$ cat src/rtl/key_scan_pkg.sv
// rtl/key_scan_pkg.sv - shared types, timing defaults and helpers for the key scanner
//
// Purpose : per-channel FSM state encoding, default 50 MHz timing constants,
//           and the counter-width helper used by every key channel.
// Ports   : none (package)

package key_scan_pkg;

  // Per-channel debounce / hold state.
  typedef enum logic [1:0] {
    IDLE     = 2'd0,
    PRESS_DB = 2'd1,
    HELD     = 2'd2,
    REL_DB   = 2'd3
  } key_fsm_e;

  // Defaults for a 50 MHz clock: 10 ms debounce, 1 s long press, 200 ms repeat.
  localparam int DEF_DB_CYCLES     = 500_000;
  localparam int DEF_LONG_CYCLES   = 50_000_000;
  localparam int DEF_REPEAT_CYCLES = 10_000_000;

  // Width shared by all channel counters: enough for the largest interval,
  // plus one bit of headroom so the saturating hold counter never aliases
  // back onto the long-press match value.
  function automatic int cnt_width(input int db, input int lng, input int rep);
    int m;
    m = db;
    if (lng > m) m = lng;
    if (rep > m) m = rep;
    return $clog2(m) + 1;
  endfunction

endpackage

$ cat src/rtl/key_channel.sv
// rtl/key_channel.sv - one key: 2-FF synchroniser, debounce FSM, long-press and repeat timers
//
// Purpose : turns one raw, polarity-normalised key pin into a debounced level
//           and one-cycle press/release/long/repeat event flags.
// Ports   : clk           - system clock
//           rst_n         - asynchronous active-low reset
//           pressed_raw   - asynchronous pin, already normalised (1 = pressed)
//           key_state     - debounced level, 1 = pressed
//           press_pulse   - one cycle on accepted press
//           release_pulse - one cycle on accepted release
//           long_pulse    - one cycle when the hold time reaches LONG_CYCLES
//           repeat_pulse  - one cycle every REPEAT_CYCLES after long_pulse

module key_channel
  import key_scan_pkg::*;
#(
  parameter int DB_CYCLES     = DEF_DB_CYCLES,
  parameter int LONG_CYCLES   = DEF_LONG_CYCLES,
  parameter int REPEAT_CYCLES = DEF_REPEAT_CYCLES
) (
  input  logic clk,
  input  logic rst_n,
  input  logic pressed_raw,
  output logic key_state,
  output logic press_pulse,
  output logic release_pulse,
  output logic long_pulse,
  output logic repeat_pulse
);

  localparam int CW = cnt_width(DB_CYCLES, LONG_CYCLES, REPEAT_CYCLES);

  localparam logic [CW-1:0] DB_LAST   = CW'(DB_CYCLES - 1);
  localparam logic [CW-1:0] LONG_LAST = CW'(LONG_CYCLES - 1);
  localparam logic [CW-1:0] REP_LAST  = CW'((REPEAT_CYCLES == 0) ? 0 : REPEAT_CYCLES - 1);
  localparam logic [CW-1:0] CNT_MAX   = '1;

  // Synchroniser resets to "released" so leaving reset never looks like a press.
  logic [1:0] sync;
  logic       pressed;

  always_ff @(posedge clk or negedge rst_n) begin
    if (!rst_n) begin
      sync <= 2'b00;
    end else begin
      sync <= {sync[0], pressed_raw};
    end
  end

  assign pressed = sync[1];

  key_fsm_e      state;
  logic [CW-1:0] db_cnt;
  logic [CW-1:0] hold_cnt;
  logic [CW-1:0] rep_cnt;
  logic          long_done;

  always_ff @(posedge clk or negedge rst_n) begin
    if (!rst_n) begin
      state         <= IDLE;
      db_cnt        <= '0;
      hold_cnt      <= '0;
      rep_cnt       <= '0;
      long_done     <= 1'b0;
      key_state     <= 1'b0;
      press_pulse   <= 1'b0;
      release_pulse <= 1'b0;
      long_pulse    <= 1'b0;
      repeat_pulse  <= 1'b0;
    end else begin
      press_pulse   <= 1'b0;
      release_pulse <= 1'b0;
      long_pulse    <= 1'b0;
      repeat_pulse  <= 1'b0;

      case (state)
        IDLE: begin
          if (pressed) begin
            db_cnt <= '0;
            state  <= PRESS_DB;
          end
        end

        PRESS_DB: begin
          if (!pressed) begin
            // Bounce: the stable-time count starts over.
            db_cnt <= '0;
            state  <= IDLE;
          end else if (db_cnt == DB_LAST) begin
            state       <= HELD;
            key_state   <= 1'b1;
            press_pulse <= 1'b1;
            hold_cnt    <= '0;
            rep_cnt     <= '0;
            long_done   <= 1'b0;
          end else begin
            db_cnt <= db_cnt + CW'(1);
          end
        end

        HELD: begin
          if (hold_cnt != CNT_MAX) hold_cnt <= hold_cnt + CW'(1);

          // Long and repeat are mutually exclusive: the long edge restarts
          // the repeat phase, so a repeat can only follow on a later cycle.
          if (!long_done && hold_cnt == LONG_LAST) begin
            long_pulse <= 1'b1;
            long_done  <= 1'b1;
            rep_cnt    <= '0;
          end else if (REPEAT_CYCLES != 0 && long_done) begin
            if (rep_cnt == REP_LAST) begin
              repeat_pulse <= 1'b1;
              rep_cnt      <= '0;
            end else begin
              rep_cnt <= rep_cnt + CW'(1);
            end
          end

          if (!pressed) begin
            db_cnt <= '0;
            state  <= REL_DB;
          end
        end

        REL_DB: begin
          // Hold and repeat timing keep running silently so that a short
          // release glitch does not shift the long/repeat schedule.
          if (hold_cnt != CNT_MAX) hold_cnt <= hold_cnt + CW'(1);
          if (REPEAT_CYCLES != 0 && long_done) begin
            rep_cnt <= (rep_cnt == REP_LAST) ? '0 : rep_cnt + CW'(1);
          end

          if (pressed) begin
            state <= HELD;
          end else if (db_cnt == DB_LAST) begin
            state         <= IDLE;
            key_state     <= 1'b0;
            release_pulse <= 1'b1;
          end else begin
            db_cnt <= db_cnt + CW'(1);
          end
        end

        default: state <= IDLE;
      endcase
    end
  end

endmodule

$ cat src/rtl/key_scan_multi.sv
// rtl/key_scan_multi.sv - N-channel key front end: polarity normalisation and per-key channels
//
// Purpose : normalises pin polarity and instantiates one key_channel per key.
// Ports   : clk           - system clock
//           rst_n         - asynchronous active-low reset
//           key_in        - raw asynchronous key pins [N_KEYS]
//           key_state     - debounced levels, 1 = pressed [N_KEYS]
//           press_pulse   - one-cycle accepted-press flags [N_KEYS]
//           release_pulse - one-cycle accepted-release flags [N_KEYS]
//           long_pulse    - one-cycle long-press flags [N_KEYS]
//           repeat_pulse  - one-cycle auto-repeat flags [N_KEYS]

module key_scan_multi
  import key_scan_pkg::*;
#(
  parameter int N_KEYS        = 4,
  parameter int DB_CYCLES     = DEF_DB_CYCLES,
  parameter int LONG_CYCLES   = DEF_LONG_CYCLES,
  parameter int REPEAT_CYCLES = DEF_REPEAT_CYCLES,
  parameter bit ACTIVE_LOW    = 1'b1
) (
  input  logic              clk,
  input  logic              rst_n,
  input  logic [N_KEYS-1:0] key_in,
  output logic [N_KEYS-1:0] key_state,
  output logic [N_KEYS-1:0] press_pulse,
  output logic [N_KEYS-1:0] release_pulse,
  output logic [N_KEYS-1:0] long_pulse,
  output logic [N_KEYS-1:0] repeat_pulse
);

  for (genvar i = 0; i < N_KEYS; i++) begin : g_ch
    logic pressed_raw;

    assign pressed_raw = ACTIVE_LOW ? ~key_in[i] : key_in[i];

    key_channel #(
      .DB_CYCLES    (DB_CYCLES),
      .LONG_CYCLES  (LONG_CYCLES),
      .REPEAT_CYCLES(REPEAT_CYCLES)
    ) u_ch (
      .clk          (clk),
      .rst_n        (rst_n),
      .pressed_raw  (pressed_raw),
      .key_state    (key_state[i]),
      .press_pulse  (press_pulse[i]),
      .release_pulse(release_pulse[i]),
      .long_pulse   (long_pulse[i]),
      .repeat_pulse (repeat_pulse[i])
    );
  end

endmodule

$ cat config.mk
export PLATFORM = sky130hd
export DESIGN_NAME = key_scan_multi
export DESIGN_NICKNAME = d
export VERILOG_FILES = /design/src/rtl/key_scan_pkg.sv /design/src/rtl/key_channel.sv /design/src/rtl/key_scan_multi.sv
export SDC_FILE = /design/constraint.sdc
export NUM_CORES = 1
export LEC_CHECK = 0
export BUFFER_PORTS_ARGS = -buffer_cell sky130_fd_sc_hd__buf_2
export CAP_MARGIN = 20
export CELL_PAD_IN_SITES_DETAIL_PLACEMENT = 2
export CELL_PAD_IN_SITES_GLOBAL_PLACEMENT = 2
export CORE_ASPECT_RATIO = 0.75
export CORE_MARGIN = 3
export CORE_UTILIZATION = 40
export DETAILED_ROUTE_END_ITERATION = 10
export PLACE_DENSITY_LB_ADDON = 0.1
export SLEW_MARGIN = 20
export SYNTH_ARGS = -nofsm -noshare
export SYNTH_HDL_FRONTEND = slang
export SYNTH_SLANG_ARGS = --single-unit
$ cat constraint.sdc
create_clock -name clk -period 3.65 [get_ports clk]
set_clock_uncertainty 0.2 [all_clocks]
set_input_delay 0.73 -clock clk [delete_from_list [all_inputs] [get_ports clk]]
set_output_delay 0.73 -clock clk [all_outputs]
set_load 0.02 [all_outputs]
==> out/results.tsv, run 1 <==
metric	value	unit
status	complete, no violations	
# nets final	2371	
hold wc startpoint	key_in[2]	
Place WS	520	ps
Routed WL	65100	microns
core area	50300	sq um
Clk Latency, worst-skew pair	580	ps
drt wl/cell	21.4	microns
leak pwr	9.24	nW
async set-or-reset flop fraction in the synthesized netlist	1.00	
Cell Area, Synth	20400	sq um
Via density	6.10	
CP peak stage delay	570	ps
Logic pwr share	0.030	
Final ANT Viol Nets	0	
DIE AREA	53800	sq um
die width	267	microns
r2r startpoint	g_ch[3].u_ch.db_cnt[12]	
final setup violation count	0	
slew margin rel.	0.348	
via count	18500	
die height	202	microns
number of port buffers	25	
Total Routing Usage GR	0.245	
Distinct cells, synth	82	
final hold viol count	0	
placed cell count	2966	
CTS tree	done	
sequential fraction of the synthesis area	0.446	
Critical Path RT	3930	ps
slowest CP cell	or4_1	
setup_tns	0	ps
RD Place Congestion	0.805	
drc violations	0	
total power	0.00872	W
Fillers	5531	
CP cell instances	nor4b_1 -> nand4_1 -> o31ai_4 -> nand2_2 -> or4_1 -> a21oi_1	
kind of cell adding the most delay to the critical path	simple AND/OR/NAND/NOR gates	
clock share of power	0.502	
Detailed Route Iter0 Violations	978	
share of layout cells above drive strength 1	0.0818	
H-tree levels	2	
cell area after layout	22700	sq um
initial antenna violation count	0	
sequential share of power	0.468	
pins over their slew limit	0	
YS warnings	0	
number of synthesized flops with an enable pin	0	
area share of the largest cell type after synthesis	0.446	
min setup slack post-route	482	ps
# clock sinks	364	
CTS Buffer Depth	3	
Crit Path Class	reg2reg	
CTS buffer count	41	
sw power	0.00203	W
Syn Nets	2376	
Initial Util	0.406	
actual slew at the worst max-slew pin	976	ps
CP bufs+invs	0	
CTS root buf	clkbuf_16	
commonest cells in the netlist	364 x dfrtp_1, 229 x nor2_1, 207 x nand2_1	
Synth area leaders	dfrtp_1 45%, nand3_1 4.7%, o21ai_0 4.4%	
gr ovfl total	0	
max cap viols	0	
Synth Flop Type	dfrtp_1	
Hold WC Path Type	in2reg	
r2r setup slk	480	ps
largest net degree at the start of global routing	68	
mean post-synth cell area	8.65	sq um
internal power	0.00669	W
area delta synth->final	11.2	%
drt pass-1 iters	5	
dpl hpwl	44500	microns
clock slew at reported path FFs	60	ps
vias in the first global route	20400	
worst-path maximum fanout	14	
I/O pin cnt	26	
filler-free cell count of the finished design	3040	
Ant. Diodes	0	
number of synthesized register bits	364	
switch share	0.233	
count leader, synth	dfrtp_1	
kind of end point of the critical path	register	
VDD IR-drop max	0.261	mV
dominant cell type by area after synthesis	dfrtp_1	
Fmax	316	MHz
period utilization	0.868	
Placed Area	21300	sq um
worst path arrival time	3450	ps
Final min period	3170	ps
Syn Inst Count	2358	
Worst Setup SP	g_ch[3].u_ch.db_cnt[12]	
power per cell area	384	nW/um^2
CP startpoint kind	register	
row cnt	71	
RSZ-0062 raised after global routing	no	
first-pass GRT wire length	110000	microns
[worst paths after layout]
| check | to | depth (start not counted) |
|---|---|---|
| worst max-delay path | g_ch[3].u_ch.hold_cnt[9] | 6 |
| max in group asynchronous | g_ch[2].u_ch.db_cnt[13] | 3 |
| min in group asynchronous | g_ch[1].u_ch.rep_cnt[11] | 2 |
| worst min-delay path | g_ch[2].u_ch.sync[0] | 2 |
| worst min register to register | g_ch[3].u_ch.sync[1] | 0 |
| worst max register to register | g_ch[3].u_ch.hold_cnt[9] | 6 |
[metal layers]
metal,track usage,share of wire,vias to the layer above
met5,0,0,-
met2,0.405,0.47,169
met3,0.0263,0.023,60
met4,0.0454,0.012,0
met1,0.349,0.49,9639
li1,-,-,8661
[sequential cells by signal (all words and copies together) (netlist names), 8 cells and up, named ones only]
signal,count
g_ch.u_ch.db_cnt,108
g_ch.u_ch.hold_cnt,108
g_ch.u_ch.rep_cnt,108
g_ch.u_ch.sync,8
[through the flow]
step,utilization,hold WS [ps]
2_1_floorplan,-,131
3_3_place_gp,0.424,135
3_5_place_dp,0.424,136
4_1_cts,0.451,65.7
5_1_grt,0.451,84.8
6_report,0.451,97.2
[cells in the final DEF (no fill, tap or decap), types with 9 or more instances in the layout]
| cell type | n |
|---|---|
| dfrtp_1 | 364 |
| nor2_1 | 227 |
| nand2_1 | 207 |
| nand3_1 | 190 |
| o21ai_0 | 176 |
| nand4_1 | 122 |
| a21oi_1 | 111 |
| nor3_1 | 87 |
| or3_1 | 74 |
| and3_1 | 65 |
| xor2_1 | 65 |
| xnor2_1 | 65 |
| buf_4 | 63 |
| nor4_1 | 59 |
| inv_1 | 50 |
| clkbuf_16 | 43 |
| a31oi_1 | 38 |
| nor4b_1 | 26 |
| or4_1 | 25 |
| buf_2 | 24 |
| and4_1 | 21 |
| and2_1 | 19 |
| o31ai_1 | 17 |
| or2_2 | 12 |
| a21o_1 | 12 |
| ha_1 | 12 |
| clkinv_2 | 10 |
| a41oi_1 | 9 |
| mux2i_1 | 9 |
| a211oi_1 | 9 |
[final cells by class]
class / count / area, sq um / share of cell area
clock inverters: 20 / 241 / 0.0106
inverters: 51 / 191 / 0.00843
well taps: 657 / 822 / 0.0362
multi-input cells: 1802 / 10500 / 0.462
clock buffers: 53 / 1140 / 0.0504
flip-flops and latches: 364 / 9110 / 0.401
repair buffers: 93 / 698 / 0.0308
[power groups by stage]
stage / combinational, W / sequential, W / clock [W]
finish: 0.000257 / 0.00409 / 0.00438
global placement: 0.000252 / 0.00416 / 0
global route: 0.000296 / 0.00409 / 0.00467
CTS: 0.000267 / 0.00409 / 0.00449
floorplan: 0.000114 / 0.00415 / 0
detailed placement: 0.000263 / 0.00416 / 0
[cell families (layout without fill, tap and decap cells)]
group / after synthesis / after routing / share of synthesized area
AND/OR/NAND/NOR: 1194 / 1194 / 0.309
adder cells (fa/ha/maj): 13 / 13 / 0.00785
buffers and inverters: 192 / 217 / 0.0409
multiplexers: 12 / 12 / 0.00625
XOR/XNOR: 130 / 130 / 0.0558
flip-flops: 364 / 364 / 0.446
AO/OA/AOI/OAI: 453 / 453 / 0.134
[repair_timing]
| item | CTS | global route |
|---|---|---|
| endpoints found under the hold margin | 54 | 0 |
| hold buffers | 1 | 0 |
| setup buffers | 0 | 0 |
| gates resized for setup | 0 | 0 |
(Power assumes the default switching activity.)
==> run 2: changes to the inputs <==
Settings changed: CELL_PAD_IN_SITES_DETAIL_PLACEMENT 2 to not set, CELL_PAD_IN_SITES_GLOBAL_PLACEMENT 2 to not set, CORE_UTILIZATION 40 to 64, PLACE_DENSITY set to 0.81, PLACE_DENSITY_LB_ADDON 0.1 to not set.
==> run 2 against run 1 <==
Net effect:
- sequential share of layout area increased by 1.1 points
- worst hold slack got worse by 95 ps
- global-route usage increased by 3.5 points
- critical path depth unchanged
- cell area decreased by 2.8%
- routed wire length decreased by 27%
- critical endpoint is now g_ch[1].u_ch.rep_cnt[0]
- clock power decreased by 11%
- first-iteration DRC count increased by 100%
- non-clock buffer count decreased by 17
- combinational power decreased by 12%
- via count decreased by 1.8%
==> out/results.tsv, run 2 (same netlist as run 1, synthesis figures left out) <==
metric	value	unit	change
first-pass GRT wire length	82000	microns	-25%
Final ANT Viol Nets	0		unchanged
Highest Signal Layer	met4		
final setup violation count	0		unchanged
DIE AREA	34100	sq um	-37%
status	complete, no violations		
CTS buffer count	37		-9.8%
Routed WL	47600	microns	-27%
Detailed Route Iter0 Violations	1978		+100%
biggest regs	g_ch.u_ch.db_cnt x108, g_ch.u_ch.hold_cnt x108, g_ch.u_ch.rep_cnt x108		
actual slew at the worst max-slew pin	1100	ps	+125 ps
period utilization	0.861		-0.00741
Hold WC Path Type	in2async		
vias in the first global route	17200		-16%
met2 WL	21500	microns	-30%
power per cell area	371	nW/um^2	-3.4%
setup_tns	0	ps	unchanged
CTS tree	done		
CTS Buffer Depth	3		unchanged
CP bufs+invs	0		unchanged
dpl hpwl	31600	microns	-29%
row cnt	55		-23%
CP cell instances	or4b_1 -> or4_4 -> o31ai_4 -> or2_1 -> o21ai_0 -> a22o_1		
DRT met1 WL	21900	microns	-32%
Clk Latency, worst-skew pair	540	ps	-40 ps
number of port buffers	25		unchanged
# nets final	2350		-0.89%
# hold bufs at CTS	0		-1
max cap viols	0		unchanged
# clock sinks	364		unchanged
slowest CP cell	or4_4		
drt pass-1 iters	6		+1
pins over their slew limit	0		unchanged
H-tree levels	2		unchanged
core area	30800	sq um	-39%
leak pwr	9.07	nW	-1.9%
drc violations	0		unchanged
share of layout cells above drive strength 1	0.0709		-0.0109
flip-flop and latch area	9110	sq um	unchanged
initial antenna violation count	0		unchanged
die width	212	microns	-20%
post-CTS sizing	0		unchanged
clock slew at reported path FFs	60	ps	about the same
CTS root buf	clkbuf_16		
worst-path maximum fanout	17		+3
I/O pin cnt	26		unchanged
Setup Fix Bufs, Post-CTS	0		unchanged
final hold viol count	0		unchanged
RD Place Congestion	0.916		+14%
Initial Util	0.663		+0.258
WL met3	3390	microns	+130%
commonest non-fill, non-tap cell in the layout	dfrtp_1		
Total Routing Usage GR	0.280		+0.0354
CP startpoint kind	register		
area used by multi-input combinational logic	10500	sq um	about the same
drt wl/cell	17.3	microns	-19%
area delta synth->final	8.16	%	
commonest cells after routing, fill and taps aside	364 x dfrtp_1, 227 x nor2_1, 207 x nand2_1, 190 x nand3_1, 177 x o21ai_0		
Via density	6.61		+8.4%
VDD IR-drop max	0.376	mV	+44%
worst path arrival time	3350	ps	-100 ps
Fillers	2290		-59%
kind of end point of the critical path	register		
Final min period	3140	ps	-27.0 ps
Fmax	318	MHz	+0.86%
Crit Path Class	reg2reg		
largest net degree at the start of global routing	80		+18%
fin util	0.717		+0.266
slew margin rel.	0.266		-0.0818
kind of cell adding the most delay to the critical path	simple AND/OR/NAND/NOR gates		
RSZ-0062 raised after global routing	no		
Ant. Diodes	0		unchanged
via count	18200		-1.8%
Critical Path RT	3860	ps	-70 ps
die height	161	microns	-20%
gr ovfl total	0		unchanged
CP peak stage delay	550	ps	-20 ps
[run 2: cell count changes in the layout (fill, tap and decap cells not counted), sizes merged]
cell	delta
inv	-1
dlygate4sd3	-1
buf	-17
clkinv	-6
bufinv	-1
clkbuf	-1
[run 2: worst paths after layout]
check | cells after the start | to | start | slack, ps
max | 6 | g_ch[1].u_ch.rep_cnt[0] | g_ch[1].u_ch.hold_cnt[18] | 510
min | 1 | g_ch[1].u_ch.long_pulse | rst_n | 2
max reg2reg | 6 | g_ch[1].u_ch.rep_cnt[0] | g_ch[1].u_ch.hold_cnt[18] | 510
min reg2reg | 0 | g_ch[3].u_ch.sync[1] | g_ch[3].u_ch.sync[0] | 150
max in group asynchronous | 2 | g_ch[2].u_ch.hold_cnt[5] | rst_n | 2380
min in group clk | 2 | g_ch[2].u_ch.sync[0] | key_in[2] | 130
[run 2: layout make-up]
class	count	share of cell area
multi-input combinational	1802	0.475
sequential	364	0.413
clock buffer	51	0.0475
timing repair buffer	76	0.0256
tap	399	0.0226
inverter	51	0.00867
clock inverter	12	0.00765
[run 2: where the power goes]
group	internal, W	leakage (nW)	switching (W)	total, W
Sequential	0.00405	5.05	0.0000327	0.00409
Clock	0.00229	0.595	0.00159	0.00388
Combinational	0.0000565	3.42	0.000170	0.000226
Total	0.00640	9.07	0.00179	0.00819
[run 2: layer usage]
layer | vias up | global-route usage
met5 | - | 0
met4 | 0 | 0.0733
met3 | 84 | 0.0414
met2 | 734 | 0.435
met1 | 8783 | 0.414
li1 | 8600 | -
[run 2: through the flow]
step / setup slack (ps) / std cells / power (W) / hold slack [ps] / area (sq um)
detailed placement: 529 / 2691 / 0.00439 / 137 / 20800
global route: 276 / 2755 / 0.00846 / 36.8 / 22100
CTS: 523 / 2754 / 0.00827 / 7.23 / 22100
finish: 509 / 2755 / 0.00819 / 1.76 / 22100
global placement: 621 / 2691 / 0.00438 / 133 / 20800
floorplan: 941 / 2358 / 0.00426 / 131 / 20400
==> run 3: changes to the inputs <==
--- a/config.mk
+++ b/config.mk
@@ -9,3 +9,2 @@
 export CAP_MARGIN = 20
-export CORE_ASPECT_RATIO = 0.75
 export CORE_MARGIN = 3
==> constraint.sdc (replaced) <==
create_clock -name clk -period 3.1 [get_ports clk]
set_clock_uncertainty 0.2 [all_clocks]
set_input_delay 0.155 -clock clk [delete_from_list [all_inputs] [get_ports clk]]
set_output_delay 0.155 -clock clk [all_outputs]
set_load 0.02 [all_outputs]
==> run 3 against run 2 <==
Net effect:
- maximum frequency grew 11%
- highest routed layer unchanged
- largest cell class unchanged
- critical path type unchanged
- critical endpoint is now g_ch[1].u_ch.hold_cnt[25]
- flip-flop and latch count is the same
- combinational power grew 24%
- cell count grew 1.6%
- clock power grew 35%
- first-iteration DRC count shrank 33%
- sequential share of layout area shrank 1.0 points
- count of clock-buffer cells in the layout shrank 2
==> out/results.tsv, run 3 (same netlist as run 1, synthesis figures left out) <==
metric	value	unit	change
slowest CP cell	o31a_1		
Ant. Diodes	0		unchanged
# nets final	2392		+1.8%
die width	185	microns	-13%
biggest regs	g_ch.u_ch.db_cnt x108, g_ch.u_ch.hold_cnt x108, g_ch.u_ch.rep_cnt x108		
pins over their slew limit	0		unchanged
worst path arrival time	3010	ps	-340 ps
Initial Util	0.658		-0.00490
Fmax	354	MHz	+11%
Logic pwr share	0.027		about the same
first-pass GRT wire length	81000	microns	-1.2%
post-CTS sizing	0		unchanged
Final min period	2820	ps	-319 ps
share of layout cells above drive strength 1	0.0870		+0.0161
Via density	6.50		-1.6%
commonest cells after routing, fill and taps aside	364 x dfrtp_1, 228 x nor2_1, 207 x nand2_1, 190 x nand3_1, 177 x o21ai_0		
CTS root buf	clkbuf_16		
cell area after layout	22600	sq um	+2.5%
final setup violation count	0		unchanged
Total Routing Usage GR	0.275		-0.00509
gr ovfl total	0		unchanged
drc violations	0		unchanged
worst-path maximum fanout	26		+9
I/O pin cnt	26		unchanged
setup_tns	0	ps	unchanged
row cnt	64		+16%
CP peak stage delay	570	ps	+20 ps
switch share	0.209		-0.00948
clock slew at reported path FFs	60	ps	about the same
max cap viols	0		unchanged
# hold bufs at CTS	5		+5
via count	18200		-0.044%
r2r startpoint	g_ch[1].u_ch.db_cnt[0]		
Fillers	2326		+1.6%
worst hold margin	27.8	ps	+26.0 ps
Hold WC Path Type	in2async		
sw power	0.00216	W	+21%
CTS Buffer Depth	3		unchanged
sequential share of power	0.465		-0.034
clock share of power	0.508		+0.035
number of port buffers	25		unchanged
reg2reg end	g_ch[1].u_ch.hold_cnt[25]		
r2r setup slk	280	ps	-230 ps
final hold viol count	0		unchanged
CTS buffer count	41		+11%
Detailed Route Iter0 Violations	1317		-33%
leak pwr	9.38	nW	+3.5%
power per cell area	457	nW/um^2	+23%
RSZ-0062 raised after global routing	no		
die height	185	microns	+15%
Final ANT Viol Nets	0		unchanged
Routed WL	47100	microns	-1.0%
drt pass-1 iters	6		unchanged
commonest non-fill, non-tap cell in the layout	dfrtp_1		
# clock sinks	364		unchanged
core area	31000	sq um	+0.74%
internal power	0.00818	W	+28%
initial antenna violation count	0		unchanged
Placed Area	21100	sq um	+1.3%
CP cell instances	ha_1 -> nand3_1 -> or3_1 -> o31a_1 -> nor4b_1 -> xnor2_1 -> nor2_1		
VDD IR-drop max	0.407	mV	+8.4%
RD Place Congestion	0.903		-1.4%
drt wl/cell	16.8	microns	-2.6%
fin util	0.730		+0.0127
period utilization	0.910		+0.0496
CTS tree	done		
H-tree levels	2		unchanged
DIE AREA	34100	sq um	about the same
vias in the first global route	17300		+0.45%
Setup Fix Bufs, Post-CTS	0		unchanged
kind of end point of the critical path	register		
actual slew at the worst max-slew pin	964	ps	-137 ps
worst reg2reg path depth	7		+1
largest net degree at the start of global routing	88		+10%
status	complete, no violations		
area delta synth->final	10.9	%	
slew margin rel.	0.357		+0.0914
CP startpoint kind	register		
Critical Path RT	3290	ps	-570 ps
dpl hpwl	31100	microns	-1.6%
Clk Latency, worst-skew pair	530	ps	about the same
Crit Path Class	reg2reg		
run 3: critical path: cells and delay by family, from the launching register on:
kind / cells / cell delay, ps
flops: 1 / 400
simple gates: 4 / 1150
compound gates: 1 / 570
xor+xnor: 1 / 180
fa+ha+maj: 1 / 190
run 3: layout make-up:
cell class / instances / area [sq um] / area share
Inverter: 51 / 191 / 0.00846
Tap cell: 396 / 495 / 0.0219
Timing Repair Buffer: 114 / 891 / 0.0394
Sequential cell: 364 / 9110 / 0.403
Clock inverter: 22 / 370 / 0.0164
Clock buffer: 49 / 1090 / 0.0480
Multi-Input combinational cell: 1802 / 10500 / 0.463
run 3: routing by layer:
metal / GRT usage / vias up / part of all wire
met1: 0.388 / 8827 / 0.44
met5: 0 / - / 0
met2: 0.452 / 580 / 0.48
met4: 0.0735 / 0 / 0.021
li1: - / 8685 / -
met3: 0.0357 / 101 / 0.052
run 3: power by group through the flow:
stage	clock network [W]	logic [W]	registers, W
floorplan	0	0.000134	0.00488
global placement	0	0.000274	0.00489
detailed placement	0	0.000281	0.00489
CTS	0.00535	0.000288	0.00481
global route	0.00556	0.000321	0.00481
finish	0.00525	0.000281	0.00481
run 3: worst max path at each step:
stage,start,depth (start not counted),slack (ps),to
6_report,g_ch[1].u_ch.db_cnt[0],7,280,g_ch[1].u_ch.hold_cnt[25]
5_1_grt,g_ch[1].u_ch.db_cnt[1],7,80,g_ch[1].u_ch.hold_cnt[25]
4_1_cts,g_ch[3].u_ch.db_cnt[25],6,290,g_ch[3].u_ch.hold_cnt[9]
3_5_place_dp,g_ch[3].u_ch.db_cnt[25],6,320,g_ch[3].u_ch.hold_cnt[9]
3_3_place_gp,g_ch[3].u_ch.db_cnt[25],6,370,g_ch[3].u_ch.hold_cnt[9]
2_1_floorplan,g_ch[1].u_ch.hold_cnt[7],8,390,g_ch[1].u_ch.rep_cnt[19]
run 3: through the flow:
step                power (W)  cells  setup WS [ps]
global placement      0.00517   2722            368
detailed placement    0.00518   2722            325
finish                 0.0103   2798            279
CTS                    0.0104   2798            289
global route           0.0107   2798           75.1
floorplan             0.00501   2358            391
